`src/rtl/word_pair_packer.sv`:
```
// word_pair_packer: packs RATIO consecutive IN_W-bit words into one wide beat
// with a contiguous lane-keep mask. A partial beat is forced out by an idle
// timeout or an explicit flush.
module word_pair_packer #(
    parameter int IN_W    = 32,
    parameter int RATIO   = 2,
    parameter int TIMEOUT = 16
) (
    input  logic                  clk,
    input  logic                  rst,
    input  logic                  in_vld,
    output logic                  in_rdy,
    input  logic [IN_W-1:0]       in_data,
    input  logic                  flush,
    output logic                  out_vld,
    input  logic                  out_rdy,
    output logic [IN_W*RATIO-1:0] out_data,
    output logic [RATIO-1:0]      out_keep
);

    localparam int CNT_W  = $clog2(RATIO + 1);
    localparam int IDLE_W = $clog2(TIMEOUT + 1);

    typedef enum logic {
        FILL,
        HOLD
    } state_t;

    state_t                  state;
    state_t                  state_nxt;
    logic [CNT_W-1:0]        count;
    logic [CNT_W-1:0]        count_inc;
    logic [IDLE_W-1:0]       idle;
    logic [IN_W*RATIO-1:0]   data_q;
    logic [RATIO-1:0]        keep_q;
    logic                    accept;
    logic                    timed_out;

    assign accept    = in_vld && in_rdy;
    assign count_inc = count + 1'b1;
    assign timed_out = (idle == IDLE_W'(TIMEOUT));
    assign out_data  = data_q;
    assign out_keep  = keep_q;

    // State register
    always_ff @(posedge clk or posedge rst) begin
        if (rst) begin
            state <= FILL;
        end else begin
            state <= state_nxt;
        end
    end

    // Next-state: fill until full, timed out or flushed; hold until taken
    always_comb begin
        state_nxt = state;
        case (state)
            FILL: begin
                if (accept && (count_inc == CNT_W'(RATIO))) begin
                    state_nxt = HOLD;
                end else if ((count != '0) && (flush || (timed_out && !accept))) begin
                    // a word accepted together with flush joins the partial beat
                    state_nxt = HOLD;
                end
            end
            HOLD: begin
                if (out_rdy) begin
                    state_nxt = FILL;
                end
            end
            default: state_nxt = FILL;
        endcase
    end

    // Outputs decoded from registered state; in_rdy held low during reset
    always_comb begin
        out_vld = (state == HOLD);
        in_rdy  = (state == FILL) && !rst;
    end

    // Lane data, keep mask, lane count and idle counter
    always_ff @(posedge clk or posedge rst) begin
        if (rst) begin
            data_q <= '0;
            keep_q <= '0;
            count  <= '0;
            idle   <= '0;
        end else if (state == HOLD) begin
            if (out_rdy) begin
                data_q <= '0;
                keep_q <= '0;
                count  <= '0;
                idle   <= '0;
            end
        end else begin
            if (accept) begin
                for (int unsigned k = 0; k < RATIO; k++) begin
                    if (CNT_W'(k) == count) begin
                        data_q[k*IN_W +: IN_W] <= in_data;
                        keep_q[k]              <= 1'b1;
                    end
                end
                count <= count_inc;
                idle  <= '0;
            end else if (count == '0) begin
                idle <= '0;
            end else if (!timed_out) begin
                idle <= idle + 1'b1;
            end
        end
    end

endmodule

```
`config.mk`:
```
export PLATFORM = sky130hd
export DESIGN_NAME = word_pair_packer
export DESIGN_NICKNAME = d
export VERILOG_FILES = /design/src/rtl/word_pair_packer.sv
export SDC_FILE = /design/constraint.sdc
export NUM_CORES = 1
export LEC_CHECK = 0
export ABC_AREA = 1
export BUFFER_PORTS_ARGS = -buffer_cell sky130_fd_sc_hd__buf_4
export CAP_MARGIN = 20
export CORE_ASPECT_RATIO = 0.7
export CORE_MARGIN = 2
export CORE_UTILIZATION = 30
export DETAILED_ROUTE_END_ITERATION = 7
export REMOVE_ABC_BUFFERS = 1
export SYNTH_ARGS = -nofsm -noshare
export SYNTH_HDL_FRONTEND = slang
export SYNTH_SLANG_ARGS = --single-unit
```
`constraint.sdc`:
```
create_clock -name clk -period 6.2 [get_ports clk]
set_clock_uncertainty 0.1 [all_clocks]
set_input_delay 0.62 -clock clk [delete_from_list [all_inputs] [get_ports clk]]
set_output_delay 0.62 -clock clk [all_outputs]
set_load 0.01 [all_outputs]
```
; ---- Word level (Yosys, flattened, before mapping)
; Index checks and enable logic that the tools add are counted.
[op_classes]
addsub = 2
mul = 0
n_div = 0
order_cmp = 0
n_eq_ne = 5
n_shift = 0
muxes = 21
bitwise = 1
n_reduce_logical = 17
[ops]
columns = operator, count
row1 = 64-bit two-way mux, 3
row2 = 32-bit two-way mux, 2
row3 = 5-bit two-way mux, 5
row4 = 2-bit two-way mux, 5
row5 = 2-bit nonzero test, 4
row6 = 3-bit AND reduction, 2
row7 = 5-bit by 1-bit adder with 5-bit output (second input constant), 1
row8 = 5-bit equality test (second input constant), 1
row9 = 1-bit logical AND, 5
row10 = 1-bit two-way mux, 5
row11 = 4-bit by 3-bit inequality test with 1-bit output (second input constant), 1
row12 = 2-bit AND reduction, 2
row13 = 2-bit by 1-bit adder with 2-bit output (second input constant), 1
row14 = 1-bit by 2-bit equality test with 1-bit output (first input constant), 1
row15 = 2-bit equality test (second input constant), 1
row16 = 1-bit logical NOT, 2
row17 = 2-bit logical NOT, 1
row18 = 2-bit inequality test (second input constant), 1
row19 = 1-bit one-hot mux with 2 select lines, 1
row20 = 1-bit logical OR, 1
row21 = 1-bit NOT, 1
[word_totals]
ff_bits = 74
latchBits = 0
ram_bits = 0
mem_bits_ro = 0
input_bits = 37
out_inout_bits = 68
memories = 0

; ---- Logic depth before layout (Yosys ltp)
; Gate-level depths: netlist of run 1.
[depth]
word_depth = 10
depth_mapped = 9

; ---- Worst setup path before layout of run 1
; No wires, ideal clock.
[synth_timing]
path_kind = input port to flip-flop
from = in rst
to = reg data_q[32] (netlist: out_data[32])
arrival_time_ps = 1358
slack_ps = 4620
stages = 8
path_buffers = 2
cell_sequence = nor2_4 nand2_4 nand2_2 o21ai_2 buf_6 buf_6 nand2_1 o21ai_1
[synth_between]
elab_chain_len = 5
[synth_lines]
columns = item, line_no
row1 = from (decl), 10  ; input logic rst,
row2 = 1-bit logical NOT (no source line), -
row3 = 1-bit logical AND, 78  ; in_rdy = (state == FILL) && !rst;
row4 = 1-bit logical AND, 39  ; assign accept = in_vld && in_rdy;
row5 = 2-bit nonzero test (no source line), -
row6 = 3-bit AND reduction (no source line), -
row7 = "to (signal, indexed assignment)", 99  ; data_q[k*IN_W +: IN_W] <= in_data;
row8 = to (decl), 34  ; logic [IN_W*RATIO-1:0] data_q;
; Every way passes these cells.
; A chain may end at the register's enable or synchronous reset.

; ---- Worst setup path after layout of run 1
[layout_timing]
from = reg count[0]
to = reg data_q[4] (netlist: out_data[4])
[layout_between]
elab_chain_len = 3
[layout_lines]
columns = item, line_no
row1 = from (decl), 31  ; logic [CNT_W-1:0] count;
row2 = from (signal assigned), 103  ; count <= count_inc;
row3 = 2-bit logical NOT, 98  ; if (CNT_W'(k) == count) begin
row4 = 2-bit nonzero test (no source line), -
row5 = 3-bit AND reduction (no source line), -
; Every way passes these cells.

==> impl_results.md, run 1 <==
- Post-Syn Area: 0.00302 mm2
- Final Critical Period: 2.09 ns
- Maximum clock rate: 479 MHz
- Final-stage net count: 465
- Filler cell count in the final layout: 966
- Number of vias per cell after detailed routing: 4.39
- XOR/XNOR Fraction of Synth Area: 0.00871
- DRC marker count from the first detailed-route iteration: 160
- Adder and majority gate portion of the synthesized area: 0.0166
- CP Data Arrival Time: 2.22 ns
- Worst Hold Depth: 2
- Synthesis-to-finish area growth: 39.5%
- Leak Pwr: 2.15 nW
- Number of antenna violations at the first check in global routing: 0
- IR drop worst, VDD: 0.182 mV
- Hold-critical path endpoint: out_data[43]
- Drt pass-1 iters: 4
- Horizontal die dimension: 124 um
- Leftover overflow at the end of global routing: 0
- Path category of the worst min-delay check: register to register
- Req. time, crit path: 6.33 ns
- CTS clock-pin slew for the worst setup and hold paths: 0.06 ns
- Commonest non-fill, non-tap cells in the layout: sky130_fd_sc_hd__nand2_1 (117), sky130_fd_sc_hd__buf_4 (106), sky130_fd_sc_hd__dfrtp_1 (74)
- Critical path startpoint category: register
- Register area: 0.00185 mm2
- Cell count after synthesis: 323
- Number of standard cells in the final layout excluding fillers: 556
- Reg2reg path depth: 7
- Register share of total power: 0.359
- Endpoints failing setup: 0
- Net Sw Frac: 0.350
- Post-Synth Simple-Gate Area: 0.182
- Clock tree from TritonCTS: yes
- Maximum buffer depth of the clock tree: 2
- Post-Place Cell Area: 0.00387 mm2
- Number of distinct standard cells referenced by the synthesized netlist: 22
- Number of cells in the design after placement: 541
- Final standard cell area without fillers: 0.00421 mm2
- Leading cell type in the layout, fill and taps excluded: sky130_fd_sc_hd__nand2_1
- Fraction of layout cells with a size suffix above 1: 0.304
- CTS root buffer: sky130_fd_sc_hd__clkbuf_16
- Rows: 30
- Wirelength, routed: 7020 um
- Setup Fix Bufs, Post-CTS: 0
- Period Utilization, post-route: 0.337
- Area of combinational cells with multiple inputs: 0.00100 mm2
- Routed len/inst: 12.6 um
- Net switching power: 0.000770 W
- Post-CTS Hold Buffers: 0
- Count of antenna diodes in the layout: 0
- Worst r2r src: count[0]
- RSZ-0062 raised after global routing: no
- Synth Warn #: 0
- Area of the die: 0.0109 mm2
- Setup slack of the worst register-to-register path: 4.11 ns
- Compound-Gate Fraction of Synth Area: 0.123
- Post-CTS Resized: 0
- Average size of a mapped cell: 9.34 um2
- Max cap viols: 0
- Clock share of power: 0.269
- Logic pwr share: 0.373
- Design internal power: 0.00143 W
- Std-Cell Core Area: 0.00972 mm2
- Critical Path Fanout Max: 64
- Total number of vias: 2,440
- Actual slew at the worst max-slew pin: 0.987 ns
- Latest clock arrival within the worst-skew pair: 0.31 ns
- Total global routing track utilization: 0.137
- Clock Sink Count: 74
- Number of hold violations in the final report: 0
- Largest net degree at the start of global routing: 75
- Remaining DRCs: 0
- Number of placed I/O pins: 105
- Cell Pwr Density: 522 mW/mm2
- Setup Crit Path Kind: register to register
- Die Y-Extent: 87.9 um
- Vias in the first global route: 2,361
- Placer's final routability congestion estimate: 0.795
- Routed Antenna Nets: 0
- H-tree lvl count: 3
- Slew headroom: 0.342
- Sequential element share of the synthesized area: 0.614
- Outcome: complete, no violations
- TritonCTS buffer count: 9
- First-pass GRT wire length: 11,600 um
- Crit Reg-Reg Endpoint: out_data[4]
- Critical Path End Type: register
- Total negative slack: 0 ns
- Detailed-placement wirelength estimate: 4810 um
- Final-report max-slew violation count: 0
- Hold path startpoint: out_data[43]
- Flop and latch count out of synthesis: 74
- Effective utilization at floorplan: 0.310
- Number of port buffers: 104
- Multiplexer share of the synthesized area: 0
- Largest family of logic cells by synthesized area: simple AND/OR/NAND/NOR gates
power by group through the flow:
stage	clock network, W	logic, W	registers [W]
6_report	0.000590	0.000820	0.000788
5_1_grt	0.000631	0.000927	0.000811
4_1_cts	0.000605	0.000839	0.000789
3_5_place_dp	0	0.000839	0.000792
3_3_place_gp	0	0.000820	0.000789
2_1_floorplan	0	0.000352	0.000854
flip-flops by register name (all words and copies together), names as in the netlist:
name / count
count: 2
out_keep: 2
idle: 5
out_vld: 1
out_data: 64
critical path: stages, from the launching register on:
cell	delay [ns]
sky130_fd_sc_hd__dfrtp_1	0.34
sky130_fd_sc_hd__inv_1	0.07
sky130_fd_sc_hd__ha_1	0.22
sky130_fd_sc_hd__nor2_1	0.20
sky130_fd_sc_hd__a21oi_2	0.08
sky130_fd_sc_hd__inv_2	0.69
sky130_fd_sc_hd__nand2_1	0.13
sky130_fd_sc_hd__o21ai_1	0.12
logic make-up after synthesis:
group | after synthesis
buffers and inverters | 31
AOI/OAI and AO/OA | 72
DFF | 74
and+or+nand+nor | 139
xor gates and xnor gates | 3
adders and majority gates | 4
worst max path at each step:
| stage | slack (ns) | end | start | cells past startpoint |
|---|---|---|---|---|
| detailed placement | 4.05 | out_data[4] | rst | 7 |
| finish | 4.11 | out_data[4] | count[0] | 7 |
| floorplan | 3.60 | count[0] | rst | 1 |
| global placement | 4.10 | out_data[18] | rst | 7 |
| CTS | 4.07 | out_data[22] | count[0] | 6 |
| global route | 3.83 | out_data[24] | count[0] | 7 |
Yosys cell counts:
library cell / instances / area share
sky130_fd_sc_hd__nand2_1: 117 / 0.15
sky130_fd_sc_hd__dfrtp_1: 74 / 0.61
sky130_fd_sc_hd__o21ai_1: 64 / 0.11
sky130_fd_sc_hd__inv_1: 13 / 0.016
sky130_fd_sc_hd__nor2_1: 12 / 0.015
sky130_fd_sc_hd__buf_2: 6 / 0.010
sky130_fd_sc_hd__buf_6: 6 / 0.022
sky130_fd_sc_hd__nand3_1: 6 / 0.010
sky130_fd_sc_hd__ha_1: 4 / 0.017
sky130_fd_sc_hd__clkbuf_1: 3 / 0.0037
sky130_fd_sc_hd__o21ai_0: 3 / 0.0050
sky130_fd_sc_hd__a21oi_1: 2 / 0.0033
sky130_fd_sc_hd__inv_2: 2 / 0.0025
sky130_fd_sc_hd__nand2_2: 2 / 0.0041
sky130_fd_sc_hd__xor2_1: 2 / 0.0058
sky130_fd_sc_hd__a21oi_2: 1 / 0.0029
sky130_fd_sc_hd__clkbuf_2: 1 / 0.0017
sky130_fd_sc_hd__nand2_4: 1 / 0.0037
sky130_fd_sc_hd__nor2_4: 1 / 0.0037
sky130_fd_sc_hd__o21ai_2: 1 / 0.0029
sky130_fd_sc_hd__o21bai_1: 1 / 0.0025
sky130_fd_sc_hd__xnor2_1: 1 / 0.0029
final cells by class:
class / count / area share
sequential: 74 / 0.440
multi-input combinational: 218 / 0.238
timing repair buffer: 106 / 0.189
clock buffer: 10 / 0.0568
tap: 128 / 0.0381
clock inverter: 5 / 0.0244
inverter: 15 / 0.0134
metrics by stage:
| stage | hold slack [ns] | total power (W) | util | setup WS [ns] |
|---|---|---|---|---|
| after floorplan | 0.386 | 0.00121 | - | 3.60 |
| after global placement | 0.373 | 0.00161 | 0.398 | 4.10 |
| after detailed placement | 0.380 | 0.00163 | 0.398 | 4.05 |
| after CTS | 0.395 | 0.00223 | 0.433 | 4.07 |
| after global routing | 0.410 | 0.00237 | 0.433 | 3.83 |
| final | 0.392 | 0.00220 | 0.433 | 4.11 |
metal layers:
metal	track usage	share of wire	up-vias
met5	0	0	-
met4	0.0434	0.0063	0
met3	0.0384	0.072	4
met2	0.213	0.44	80
met1	0.185	0.48	1123
li1	-	-	1233
Note: power is estimated with default switching activity, not from simulation.
==> run 2, diff against run 1 <==
Clock period 6.2 ns to 2.2 ns, I/O delays scaled along.
==> run 2 against run 1 <==
  * Worst setup slack got worse by 3.7 ns
  * Critical path depth rose by 1
  * Sequential share of layout area decreased by 0.44 points
  * Design area rose by 1.0%
  * Non-clock buffer count rose by 6
  * Critical path type unchanged
  * Clock-buffer cell count grew 4
  * Combinational power rose to 3.0 times the previous value
  * Maximum frequency rose by 14%
  * Largest cell class unchanged
  * Die area is the same
==> impl_results.md, run 2 (same netlist as run 1, synthesis figures left out) <==
- Outcome: complete, no violations
- Area of the die: 0.0109 mm2
- Req. time, crit path: 2.35 ns
- Maximum buffer depth of the clock tree: 2
- Actual slew at the worst max-slew pin: 0.634 ns
- Total global routing track utilization: 0.143
- Die Y-Extent: 87.9 um
- Synthesis-to-finish area growth: 40.9%
- Routed len/inst: 13.0 um
- Horizontal die dimension: 124 um
- Leak Pwr: 2.18 nW
- IR drop worst, VDD: 0.604 mV
- Final Critical Period: 1.83 ns
- Routed met1 length: 3440 um
- Routed Antenna Nets: 0
- Setup Crit Path Kind: register to register
- Drt pass-1 iters: 4
- H-tree lvl count: 3
- Path category of the worst min-delay check: input port to register
- Period Utilization, post-route: 0.831
- Largest net degree at the start of global routing: 54
- TritonCTS buffer count: 9
- Remaining DRCs: 0
- Length of routed met3 wiring: 595 um
- Clock Sink Count: 74
- Critical path startpoint category: register
- Endpoints failing setup: 0
- Final-stage net count: 471
- Rows: 30
- Core Util, Final: 0.437
- Effective utilization at floorplan: 0.310
- Maximum clock rate: 547 MHz
- Total number of vias: 2,511
- Leading cell type in the layout, fill and taps excluded: sky130_fd_sc_hd__nand2_1
- Number of vias per cell after detailed routing: 4.46
- Post-CTS Resized: 0
- RSZ-0062 raised after global routing: no
- DRC marker count from the first detailed-route iteration: 172
- CTS root buffer: sky130_fd_sc_hd__clkbuf_16
- Slew headroom: 0.576
- Placer's final routability congestion estimate: 0.744
- Post-CTS Hold Buffers: 1
- Total negative slack: 0 ns
- Std-Cell Core Area: 0.00972 mm2
- CTS clock-pin slew for the worst setup and hold paths: 0.05 ns
- CP Data Arrival Time: 1.98 ns
- Leftover overflow at the end of global routing: 0
- Clock tree from TritonCTS: yes
- Setup Fix Bufs, Post-CTS: 0
- Wirelength, routed: 7330 um
- Detailed-placement wirelength estimate: 5180 um
- Flip-flop count of the largest register, all copies and words added: 64
- Highest routed layer: met4
- Filler cell count in the final layout: 953
- Max cap viols: 0
- Vias in the first global route: 2,338
- Critical Path Fanout Max: 26
- Commonest non-fill, non-tap cells in the layout: sky130_fd_sc_hd__nand2_1 (117), sky130_fd_sc_hd__buf_4 (108), sky130_fd_sc_hd__dfrtp_1 (74)
- Cell Pwr Density: 1430 mW/mm2
- Critical Path End Type: register
- Number of hold violations in the final report: 0
- Number of port buffers: 104
- Latest clock arrival within the worst-skew pair: 0.33 ns
- Routed wire length on met2: 3240 um
- Fraction of layout cells with a size suffix above 1: 0.306
- Number of antenna violations at the first check in global routing: 0
- First-pass GRT wire length: 11,700 um
- Final-report max-slew violation count: 0
- Count of antenna diodes in the layout: 0
- Number of placed I/O pins: 105
-- run 2: changes by cell type in the layout (fill, tap and decap cells not counted) --
cell                            change
sky130_fd_sc_hd__clkinvlp_4         -1
sky130_fd_sc_hd__clkbuf_8           +1
sky130_fd_sc_hd__clkbuf_1           +3
sky130_fd_sc_hd__bufinv_16          -2
sky130_fd_sc_hd__buf_12             +3
sky130_fd_sc_hd__buf_4              +2
sky130_fd_sc_hd__dlygate4sd3_1      +1
-- run 2: report_power, final --
group / internal, W / switching [W] / total, W
logic: 0.00109 / 0.00134 / 0.00243
clock network: 0.000938 / 0.000504 / 0.00144
registers: 0.00189 / 0.000335 / 0.00222
-- run 2: routing by layer --
metal	track usage	vias up
li1	-	1258
met1	0.193	1160
met2	0.212	89
met3	0.0632	4
met4	0.0341	0
met5	0	-
-- run 2: critical path, stage by stage, from the launching register on --
cell                      delay [ns]
sky130_fd_sc_hd__dfrtp_1        0.34
sky130_fd_sc_hd__inv_1          0.07
sky130_fd_sc_hd__ha_1           0.22
sky130_fd_sc_hd__nor2_1         0.20
sky130_fd_sc_hd__a21oi_2        0.07
sky130_fd_sc_hd__inv_2          0.36
sky130_fd_sc_hd__buf_4          0.25
sky130_fd_sc_hd__nand2_1        0.06
sky130_fd_sc_hd__o21ai_1        0.06
-- run 2: path summary, 6_finish.rpt --
kind                              startpoint            to  slack (ns)  cells past startpoint
max in group asynchronous                rst  out_data[49]        0.97                      4
worst max register to register      count[0]  out_data[23]        0.37                      8
worst max-delay path                count[0]  out_data[23]        0.37                      8
worst min-delay path             in_data[19]  out_data[51]        0.07                      3
min in group asynchronous                rst  out_data[37]        0.39                      3
worst min register to register  out_data[30]  out_data[30]        0.39                      2
-- run 2: final cells by class --
type,instances,area (um2),area share
Tap cell,128,160,0.0377
Multi-Input combinational cell,218,1000,0.236
Clock buffer,14,264,0.0621
Inverter,15,56.3,0.0132
Sequential cell,74,1850,0.436
Clock inverter,2,35.0,0.00824
Timing Repair Buffer,112,881,0.207
-- run 2: per-stage QoR --
stage	hold WS [ns]	cell area (um2)	std cells	power [W]	worst slack, ns
floorplan	0.270	2900	307	0.00340	-0.0618
finish	0.0682	4250	563	0.00610	0.371
detailed placement	0.199	3940	546	0.00471	0.379
global placement	0.194	3940	546	0.00466	0.427
global route	0.0555	4250	563	0.00659	0.179
CTS	0.0552	4250	563	0.00620	0.357
